$ cat config.mk
export PLATFORM = sky130hd
export DESIGN_NAME = la_readout
export DESIGN_NICKNAME = d
export VERILOG_FILES = /design/src/rtl/la_pkg.sv /design/src/rtl/la_byte_sel.sv /design/src/rtl/la_readout.sv
export SDC_FILE = /design/constraint.sdc
export NUM_CORES = 1
export LEC_CHECK = 0
export ABC_CLOCK_PERIOD_IN_PS = 21500
export CAP_MARGIN = 20
export CORE_MARGIN = 5
export CORE_UTILIZATION = 57
export CTS_BUF_LIST = sky130_fd_sc_hd__clkbuf_16
export CTS_CLUSTER_SIZE = 12
export DETAILED_ROUTE_END_ITERATION = 16
export PLACE_DENSITY = 0.87
export SLEW_MARGIN = 10
export SYNTH_ARGS = -nofsm -noshare
export SYNTH_HDL_FRONTEND = slang
export SYNTH_SLANG_ARGS = --single-unit
$ cat constraint.sdc
create_clock -name clk -period 21.5 [get_ports clk]
set_clock_uncertainty 0.1 [all_clocks]
set_input_delay 3.225 -clock clk [delete_from_list [all_inputs] [get_ports clk]]
set_output_delay 3.225 -clock clk [all_outputs]
set_load 0.02 [all_outputs]
$ cat src/rtl/la_pkg.sv
// Shared types and helpers for the logic-analyzer readout block.
package la_pkg;

  typedef enum logic [2:0] {
    IDLE,
    TRIG,
    WAIT,
    HDR,
    DATA,
    CKSUM
  } la_rd_state_t;

  localparam logic [7:0] LA_HEADER_DEFAULT = 8'hA5;

  function automatic int la_bytes_per_entry(input int len);
    return (len + 7) / 8;
  endfunction

endpackage

$ cat src/rtl/la_byte_sel.sv
// Combinational byte picker: byte b (0 = least significant) of entry e,
// with the entry zero-extended to 32 bits.
module la_byte_sel
  import la_pkg::*;
#(
  parameter int ENTRY_LENGTH = 16,
  parameter int NUM_ENTRY    = 15
) (
  input  logic [NUM_ENTRY-1:0][ENTRY_LENGTH-1:0] snap_i,
  input  logic [4:0]                             entry_i,
  input  logic [1:0]                             byte_i,
  output logic [7:0]                             byte_o
);

  logic [31:0] word;

  always_comb begin
    word = '0;
    for (int unsigned e = 0; e < NUM_ENTRY; e++) begin
      if (entry_i == 5'(e)) word[ENTRY_LENGTH-1:0] = snap_i[e];
    end
    case (byte_i)
      2'd0:    byte_o = word[7:0];
      2'd1:    byte_o = word[15:8];
      2'd2:    byte_o = word[23:16];
      default: byte_o = word[31:24];
    endcase
  end

endmodule

$ cat src/rtl/la_readout.sv
// Host-side readout for the delay-line logic analyzer: trigger, wait, latch,
// then stream a framed byte sequence. Optional checksum: LA_READOUT_CKSUM_EN.
module la_readout
  import la_pkg::*;
#(
  parameter int         ENTRY_LENGTH   = 16,
  parameter int         NUM_ENTRY      = 15,
  parameter int         TRIG_HOLD      = 4,
  parameter int         TIMEOUT_CYCLES = 1024,
  parameter logic [7:0] HEADER_BYTE    = LA_HEADER_DEFAULT
) (
  input  logic                                   clk,
  input  logic                                   rst,
  input  logic                                   arm,
  output logic                                   trig_begin,
  input  logic                                   trig_end,
  input  logic [NUM_ENTRY-1:0][ENTRY_LENGTH-1:0] shift_in,
  output logic [7:0]                             tx_data,
  output logic                                   tx_valid,
  input  logic                                   tx_ready,
  output logic                                   busy,
  output logic                                   timeout_err
);

  localparam int BPE   = la_bytes_per_entry(ENTRY_LENGTH);
  localparam int HLD_W = $clog2(TRIG_HOLD + 1);
  localparam int TMR_W = $clog2(TIMEOUT_CYCLES + 1);

  la_rd_state_t                           state_q, state_d;
  logic [HLD_W-1:0]                       hold_q, hold_d;
  logic [TMR_W-1:0]                       timer_q, timer_d;
  logic [4:0]                             entry_q, entry_d;
  logic [1:0]                             byte_q, byte_d;
  logic [NUM_ENTRY-1:0][ENTRY_LENGTH-1:0] snap_q, snap_d;
  logic                                   terr_q, terr_d;
  logic                                   capture;
  logic [7:0]                             sel_byte;
`ifdef LA_READOUT_CKSUM_EN
  logic [7:0]                             cks_q, cks_d;
`endif

  la_byte_sel #(
    .ENTRY_LENGTH(ENTRY_LENGTH),
    .NUM_ENTRY   (NUM_ENTRY)
  ) u_byte_sel (
    .snap_i (snap_q),
    .entry_i(entry_q),
    .byte_i (byte_q),
    .byte_o (sel_byte)
  );

  always_ff @(posedge clk or posedge rst) begin
    if (rst) begin
      state_q <= IDLE;
      hold_q  <= '0;
      timer_q <= '0;
      entry_q <= '0;
      byte_q  <= '0;
      snap_q  <= '0;
      terr_q  <= 1'b0;
`ifdef LA_READOUT_CKSUM_EN
      cks_q   <= '0;
`endif
    end else begin
      state_q <= state_d;
      hold_q  <= hold_d;
      timer_q <= timer_d;
      entry_q <= entry_d;
      byte_q  <= byte_d;
      snap_q  <= snap_d;
      terr_q  <= terr_d;
`ifdef LA_READOUT_CKSUM_EN
      cks_q   <= cks_d;
`endif
    end
  end

  always_comb begin
    state_d    = state_q;
    hold_d     = hold_q;
    timer_d    = timer_q;
    entry_d    = entry_q;
    byte_d     = byte_q;
    snap_d     = snap_q;
    terr_d     = terr_q;
`ifdef LA_READOUT_CKSUM_EN
    cks_d      = cks_q;
`endif
    capture    = 1'b0;
    trig_begin = 1'b0;
    tx_valid   = 1'b0;
    tx_data    = '0;
    busy       = (state_q != IDLE);

    case (state_q)
      IDLE: begin
        if (arm) begin
          state_d = TRIG;
          terr_d  = 1'b0;
          hold_d  = '0;
          timer_d = '0;
          entry_d = '0;
          byte_d  = '0;
`ifdef LA_READOUT_CKSUM_EN
          cks_d   = '0;
`endif
        end
      end
      TRIG: begin
        trig_begin = 1'b1;
        if (trig_end) begin
          capture = 1'b1;
        end else if (hold_q == HLD_W'(TRIG_HOLD - 1)) begin
          state_d = WAIT;
          timer_d = '0;
        end else begin
          hold_d = hold_q + 1'b1;
        end
      end
      WAIT: begin
        if (trig_end) begin
          capture = 1'b1;
        end else if (timer_q == TMR_W'(TIMEOUT_CYCLES - 1)) begin
          terr_d  = 1'b1;
          state_d = IDLE;
        end else begin
          timer_d = timer_q + 1'b1;
        end
      end
      HDR: begin
        tx_valid = 1'b1;
        tx_data  = HEADER_BYTE;
        if (tx_ready) state_d = DATA;
      end
      DATA: begin
        tx_valid = 1'b1;
        tx_data  = sel_byte;
        if (tx_ready) begin
`ifdef LA_READOUT_CKSUM_EN
          cks_d = cks_q ^ sel_byte;
`endif
          // Byte index counts down inside an entry; entries count down to 0.
          if (byte_q == 2'd0) begin
            if (entry_q == 5'd0) begin
`ifdef LA_READOUT_CKSUM_EN
              state_d = CKSUM;
`else
              state_d = IDLE;
`endif
            end else begin
              entry_d = entry_q - 5'd1;
              byte_d  = 2'(BPE - 1);
            end
          end else begin
            byte_d = byte_q - 2'd1;
          end
        end
      end
`ifdef LA_READOUT_CKSUM_EN
      CKSUM: begin
        tx_valid = 1'b1;
        tx_data  = cks_q;
        if (tx_ready) state_d = IDLE;
      end
`endif
      default: state_d = IDLE;
    endcase

    if (capture) begin
      snap_d  = shift_in;
      entry_d = 5'(NUM_ENTRY - 1);
      byte_d  = 2'(BPE - 1);
      state_d = HDR;
    end
  end

  assign timeout_err = terr_q;

endmodule
==> summary.md, run 1 <==
| Metric | Value |
|---|---|
| Commonest non-fill, non-tap cell in the layout | dfrtp_1 |
| Wl on met1 | 17500 um |
| DR vias | 11000 |
| Slew headroom | 0.311 |
| Critical Path RT | 18180 ps |
| EDFF count, synth | 0 |
| Fin. Hold Viols | 0 |
| Initial antenna violation count | 0 |
| Clk pwr share | 0.173 |
| Chip Width | 163 um |
| Status | finished clean |
| GR Util All Layers | 0.317 |
| CTS resizes | 0 |
| Postcts setup bufs | 0 |
| RSZ-0062 raised after global routing | false |
| Yosys top cell area share | 0.495 |
| Register area | 6630 um^2 |
| Crit-path cells | inv_1, ha_2, buf_4, clkinv_1, nor2_2, nand2_1, a2111oi_1, o41ai_1, o2111ai_1, clkdlybuf4s50_1 |
| Logic pwr share | 0.446 |
| Site Rows | 56 |
| Initial Util | 0.574 |
| H-tree levels | 1 |
| Worst path top cell family by delay | buffers and inverters |
| # setup viols final | 0 |
| Filler cell count | 1636 |
| Clock Latency Late Sink | 540 ps |
| Placer Congestion | 1.00 |
| Buf/Inv on CP | 4 |
| Hold slack | 399 ps |
| PortBufs | 256 |
| Post-layout min period | 8480 ps |
| Hpwl dp | 31200 um |
| Largest net degree at the start of global routing | 116 |
| Critical Path Fanout Max | 80 |
| I/O pin cnt | 257 |
| CTS tree | done |
| Num CTS Buffers | 28 |
| Number of nets in the layout | 1677 |
| Yosys top cell by area | dfrtp_1 |
| Worst VDD drop | 82.9 uV |
| Leak | 6.76 nW |
| Clock net sink count | 265 |
| Syn-to-layout area delta | 25.7% |
| DRT iter0 DRCs | 1351 |
| Root buffer cell | clkbuf_16 |
| Min-Delay Path Class | reg2reg |
| Psw | 0.000989 W |
| Fin. max-slew vios | 0 |
| Largest stage delay on the critical path | 830 ps |
| Switching Share | 0.395 |
| Synth Instances | 1222 |
| Share of cells above drive strength 1 | 0.205 |
| DR top layer | met4 |
| Die height | 163 um |
| Sequential fraction of design power | 0.381 |
| WS Path Type | reg2out |
| Grt total ovfl | 0 |
| Die area | 26700 um^2 |
| Post-synth cell types | 83 |
| Max clock buf depth | 3 |
| DR WL met2 | 20200 um |
| Max-cap violations | 0 |
| Diodes inserted | 0 |
| Yosys warns | 0 |
| Length of the first detailed-routing pass in iterations | 6 |
| Share of the cycle needed by the critical path after routing | 0.394 |
| Crit-path slowest cell | clkinv_1 |
| Internal power | 0.00152 W |
| Final setup TNS | 0 ps |
| Metal3 WL | 3590 um |
| Synth Register Bits | 265 |
| Power Dens Cells | 149 nW/um^2 |
| DRT Wirelength | 42900 um |
| First-pass GRT wire length | 65300 um |
| DRC | 0 |
| Final ANT Viol Nets | 0 |
| Vias/cell | 6.26 |
| Core area | 23300 um^2 |
| Ys flop type | dfrtp_1 |
| Async SR Flop Fraction | 1.00 |
| Hold Buf Count CTS | 0 |
| CP Data Arrival Time | 5160 ps |
| Worst-Margin Slew | 1030 ps |
| Synth area leaders | dfrtp_1, mux2_2, a21oi_1, o21ai_0, nand2_1 |
| Mapped Nets | 1475 |
| Vias in the first global route | 11100 |
| Clk pin slew, worst setup/hold paths | 60 ps |
| Avg WL per Cell | 24.4 um |
| Register area share after synthesis | 0.495 |
| Syn avg cell area | 11.0 um^2 |
| Peak Freq | 118 MHz |
| Most frequent cells in the layout | dfrtp_1, clkdlybuf4s50_1, mux2_2 |
| Critical Path Start Type | flip-flop |
| CP endpoint kind | output port |
| Syn Std Cell Area | 13400 um^2 |
| Multi-input logic area | 6210 um^2 |
metrics by stage:
step / setup WS [ps] / std cells / utilization / total power, W / cell area [um^2]
final: 13020 / 1757 / 0.721 / 0.00251 / 16800
after global routing: 12820 / 1757 / 0.721 / 0.00263 / 16800
after CTS: 13100 / 1756 / 0.720 / 0.00249 / 16800
after detailed placement: 13720 / 1712 / 0.686 / 0.00205 / 16000
after global placement: 13810 / 1712 / 0.686 / 0.00201 / 16000
after floorplan: 10880 / 1222 / - / 0.00169 / 13400
registers in the layout, indices dropped and copies added, names as in the netlist:
register and cells:
state_q 3, timer_q 11, hold_q 3, byte_q 2
entry_q 5, timeout_err 1, snap_q 240
cell type report:
cell class                 count  area share
clock buffer                  29      0.0431
clock inverter                15     0.00401
inverter                      30     0.00714
multi-input combinational    830       0.369
sequential                   265       0.394
tap                          319      0.0237
timing repair buffer         269       0.159
power groups by stage:
stage	registers [W]	clock network [W]	logic, W
CTS	0.000948	0.000435	0.00110
global placement	0.000944	0	0.00106
global route	0.000973	0.000456	0.00120
finish	0.000955	0.000432	0.00112
floorplan	0.000845	0	0.000843
detailed placement	0.000953	0	0.00109
kinds of logic (layout without fill, tap and decap cells):
family,count (synthesis),in the layout,synth area share
mux,228,228,0.192
compound gates,329,329,0.157
flops,265,265,0.495
xor+xnor,9,9,0.00589
fa+ha+maj,8,8,0.00748
simple gates,256,256,0.101
buf+inv,127,343,0.0419
final timing paths:
kind,from,endpoint,slack (ps),cells past startpoint
max,entry_q[0]$_DFFE_PP0P_,tx_data[5],13020,10
min,hold_q[2]$_DFFE_PP0P_,hold_q[2]$_DFFE_PP0P_,400,2
max reg2reg,state_q[1]$_DFFE_PP0P_,snap_q[131]$_DFFE_PP0P_,17860,5
min reg2reg,hold_q[2]$_DFFE_PP0P_,hold_q[2]$_DFFE_PP0P_,400,2
max in group asynchronous,rst,snap_q[207]$_DFFE_PP0P_,16230,5
min in group asynchronous,rst,snap_q[6]$_DFFE_PP0P_,3080,2
Yosys cell counts, types with 5 or more instances:
| library cell | instances |
|---|---|
| o32ai_1 | 13 |
| o211ai_1 | 6 |
| mux2_2 | 226 |
| xnor2_1 | 8 |
| nand3_1 | 14 |
| nor3b_1 | 5 |
| o22ai_1 | 15 |
| buf_2 | 37 |
| a21oi_1 | 91 |
| a211oi_1 | 5 |
| nor2_1 | 61 |
| and2_1 | 7 |
| inv_1 | 28 |
| and3_1 | 5 |
| nor3_1 | 15 |
| a21o_1 | 11 |
| clkbuf_1 | 50 |
| nor2b_1 | 18 |
| a221oi_1 | 15 |
| o21ai_0 | 91 |
| dfrtp_1 | 265 |
| nor4_1 | 5 |
| nand2_1 | 70 |
| o221ai_1 | 12 |
| a31oi_1 | 14 |
| o21a_1 | 6 |
| nand2b_1 | 8 |
| ha_1 | 8 |
worst reg2reg max path, stage by stage (launching register included):
cell and delay [ps]:
dfrtp_1 710, xor2_1 190, and3_4 440, buf_4 670
buf_4 920, mux2_2 490
routing by layer:
layer	up-vias	track usage
met5	-	0
met4	0	0.0942
met3	100	0.0588
met2	603	0.508
met1	5407	0.444
li1	4884	-
Note: power is estimated with default switching activity, not from simulation.
==> run 2: changes to the inputs <==
--- a/config.mk
+++ b/config.mk
@@ -5,14 +5,14 @@
 export SDC_FILE = /design/constraint.sdc
 export NUM_CORES = 1
 export LEC_CHECK = 0
-export ABC_CLOCK_PERIOD_IN_PS = 21500
+export ABC_CLOCK_PERIOD_IN_PS = 7900
 export CAP_MARGIN = 20
 export CORE_MARGIN = 5
-export CORE_UTILIZATION = 57
+export CORE_UTILIZATION = 53
 export CTS_BUF_LIST = sky130_fd_sc_hd__clkbuf_16
 export CTS_CLUSTER_SIZE = 12
 export DETAILED_ROUTE_END_ITERATION = 16
-export PLACE_DENSITY = 0.87
+export PLACE_DENSITY = 0.81
 export SLEW_MARGIN = 10
 export SYNTH_ARGS = -nofsm -noshare
 export SYNTH_HDL_FRONTEND = slang
==> constraint.sdc (replaced) <==
create_clock -name clk -period 7.9 [get_ports clk]
set_clock_uncertainty 0.1 [all_clocks]
set_input_delay 1.185 -clock clk [delete_from_list [all_inputs] [get_ports clk]]
set_output_delay 1.185 -clock clk [all_outputs]
set_load 0.02 [all_outputs]
==> summary.md, run 2 (synthesis gave the netlist of run 1 again) <==
| Metric | Value |
|---|---|
| Post-route design area | 16800 um^2 |
| Commonest non-fill, non-tap cell in the layout | dfrtp_1 |
| DRT Wirelength | 42200 um |
| CP Data Arrival Time | 5210 ps |
| First-pass GRT wire length | 64200 um |
| Filler cell count | 1911 |
| Placer Congestion | 0.961 |
| DR vias | 10900 |
| Post-layout min period | 6500 ps |
| Avg WL per Cell | 23.9 um |
| GR Util All Layers | 0.288 |
| Initial antenna violation count | 1 |
| Chip Width | 169 um |
| CP endpoint kind | output port |
| Length of the first detailed-routing pass in iterations | 6 |
| Clock net sink count | 265 |
| Site Rows | 58 |
| Power Dens Cells | 403 nW/um^2 |
| Die height | 169 um |
| Vias in the first global route | 11000 |
| PortBufs | 256 |
| Core area | 25000 um^2 |
| Critical Path Fanout Max | 55 |
| Largest net degree at the start of global routing | 131 |
| Root buffer cell | clkbuf_16 |
| Syn-to-layout area delta | 25.5% |
| Critical Path RT | 6610 ps |
| Fin. Hold Viols | 0 |
| Most frequent cells in the layout | dfrtp_1, clkdlybuf4s50_1, mux2_2 |
| Largest registers | snap_q: 240 flops, timer_q: 11 flops, entry_q: 5 flops |
| Peak Freq | 154 MHz |
| Diodes inserted | 0 |
| H-tree levels | 1 |
| Largest register by flop count | snap_q |
| Status | finished clean |
| Share of cells above drive strength 1 | 0.202 |
| Final ANT Viol Nets | 0 |
| Die area | 28500 um^2 |
| Hpwl dp | 31200 um |
| Postcts setup bufs | 0 |
| Num CTS Buffers | 27 |
| Area post-placement | 16000 um^2 |
| Final setup TNS | 0 ps |
| CTS resizes | 0 |
| Register area | 6630 um^2 |
| Clk pin slew, worst setup/hold paths | 60 ps |
| Min-Delay Path Class | reg2reg |
| Clock Latency Late Sink | 520 ps |
| Grt total ovfl | 0 |
| Share of the cycle needed by the critical path after routing | 0.823 |
| Initial Util | 0.535 |
| Vias/cell | 6.18 |
| Hold Buf Count CTS | 0 |
| Multi-input logic area | 6210 um^2 |
| DRT iter0 DRCs | 1310 |
| I/O pin cnt | 257 |
| Max-cap violations | 0 |
| DRC | 0 |
| Worst-Margin Slew | 1080 ps |
| CTS tree | done |
| Number of nets in the layout | 1675 |
| Critical Path Start Type | flip-flop |
| Max FFs per register | 240 |
| WS Path Type | reg2out |
| Fin. max-slew vios | 0 |
| RSZ-0062 raised after global routing | false |
| Slew headroom | 0.280 |
| Worst VDD drop | 244 uV |
| Leak | 6.74 nW |
| Max clock buf depth | 3 |
| # setup viols final | 0 |
[run 2: cell count changes in the layout (fill, tap and decap cells not counted), sizes merged]
| cell | delta |
|---|---|
| buf | -1 |
| bufinv | +1 |
| clkbuf | -2 |
| clkinv | -4 |
| inv | +1 |
[run 2: routing by layer]
metal  wire (um)  track usage  up-vias
met1       18100        0.412     5429
li1            -            -     4879
met4        1310       0.0833        2
met5           7            0        -
met2       20000        0.461      509
met3        2780       0.0404       77
[run 2: critical path, cell delays in order (launching register included)]
cell and delay (ps):
dfrtp_1 430, inv_1 160, ha_2 880, clkinv_1 910
nor2_2 520, nand2_1 110, a2111oi_1 620, o41ai_1 170
o2111ai_1 190, clkdlybuf4s50_1 680
[run 2: report_power, final]
part | internal, W | switching (W)
clock network | 0.000639 | 0.000493
registers | 0.00204 | 0.000563
logic | 0.00144 | 0.00159
[run 2: area by class of cell]
cell class	instances	share of cell area
sequential	265	0.395
multi-input combinational	830	0.369
timing repair buffer	268	0.159
clock buffer	27	0.0402
tap	330	0.0246
inverter	30	0.00693
clock inverter	13	0.00454
[run 2: metrics by stage]
stage / hold slack [ps] / util / power, W / instances / setup slack (ps)
floorplan: 350 / - / 0.00459 / 1222 / 3120
global placement: 364 / 0.641 / 0.00547 / 1723 / 2270
detailed placement: 390 / 0.641 / 0.00558 / 1723 / 2110
CTS: 403 / 0.671 / 0.00673 / 1763 / 1500
global route: 426 / 0.671 / 0.00711 / 1763 / 1230
finish: 402 / 0.671 / 0.00677 / 1763 / 1400
[run 2: path summary, 6_finish.rpt]
path,startpoint,end,slack [ps],cells past startpoint
max,entry_q[0]$_DFFE_PP0P_,tx_data[5],1400,9
min,snap_q[236]$_DFFE_PP0P_,snap_q[236]$_DFFE_PP0P_,400,1
max reg2reg,state_q[1]$_DFFE_PP0P_,snap_q[92]$_DFFE_PP0P_,4780,4
min reg2reg,snap_q[236]$_DFFE_PP0P_,snap_q[236]$_DFFE_PP0P_,400,1
max in group asynchronous,rst,snap_q[191]$_DFFE_PP0P_,5090,4
min in group asynchronous,rst,snap_q[40]$_DFFE_PP0P_,1160,3
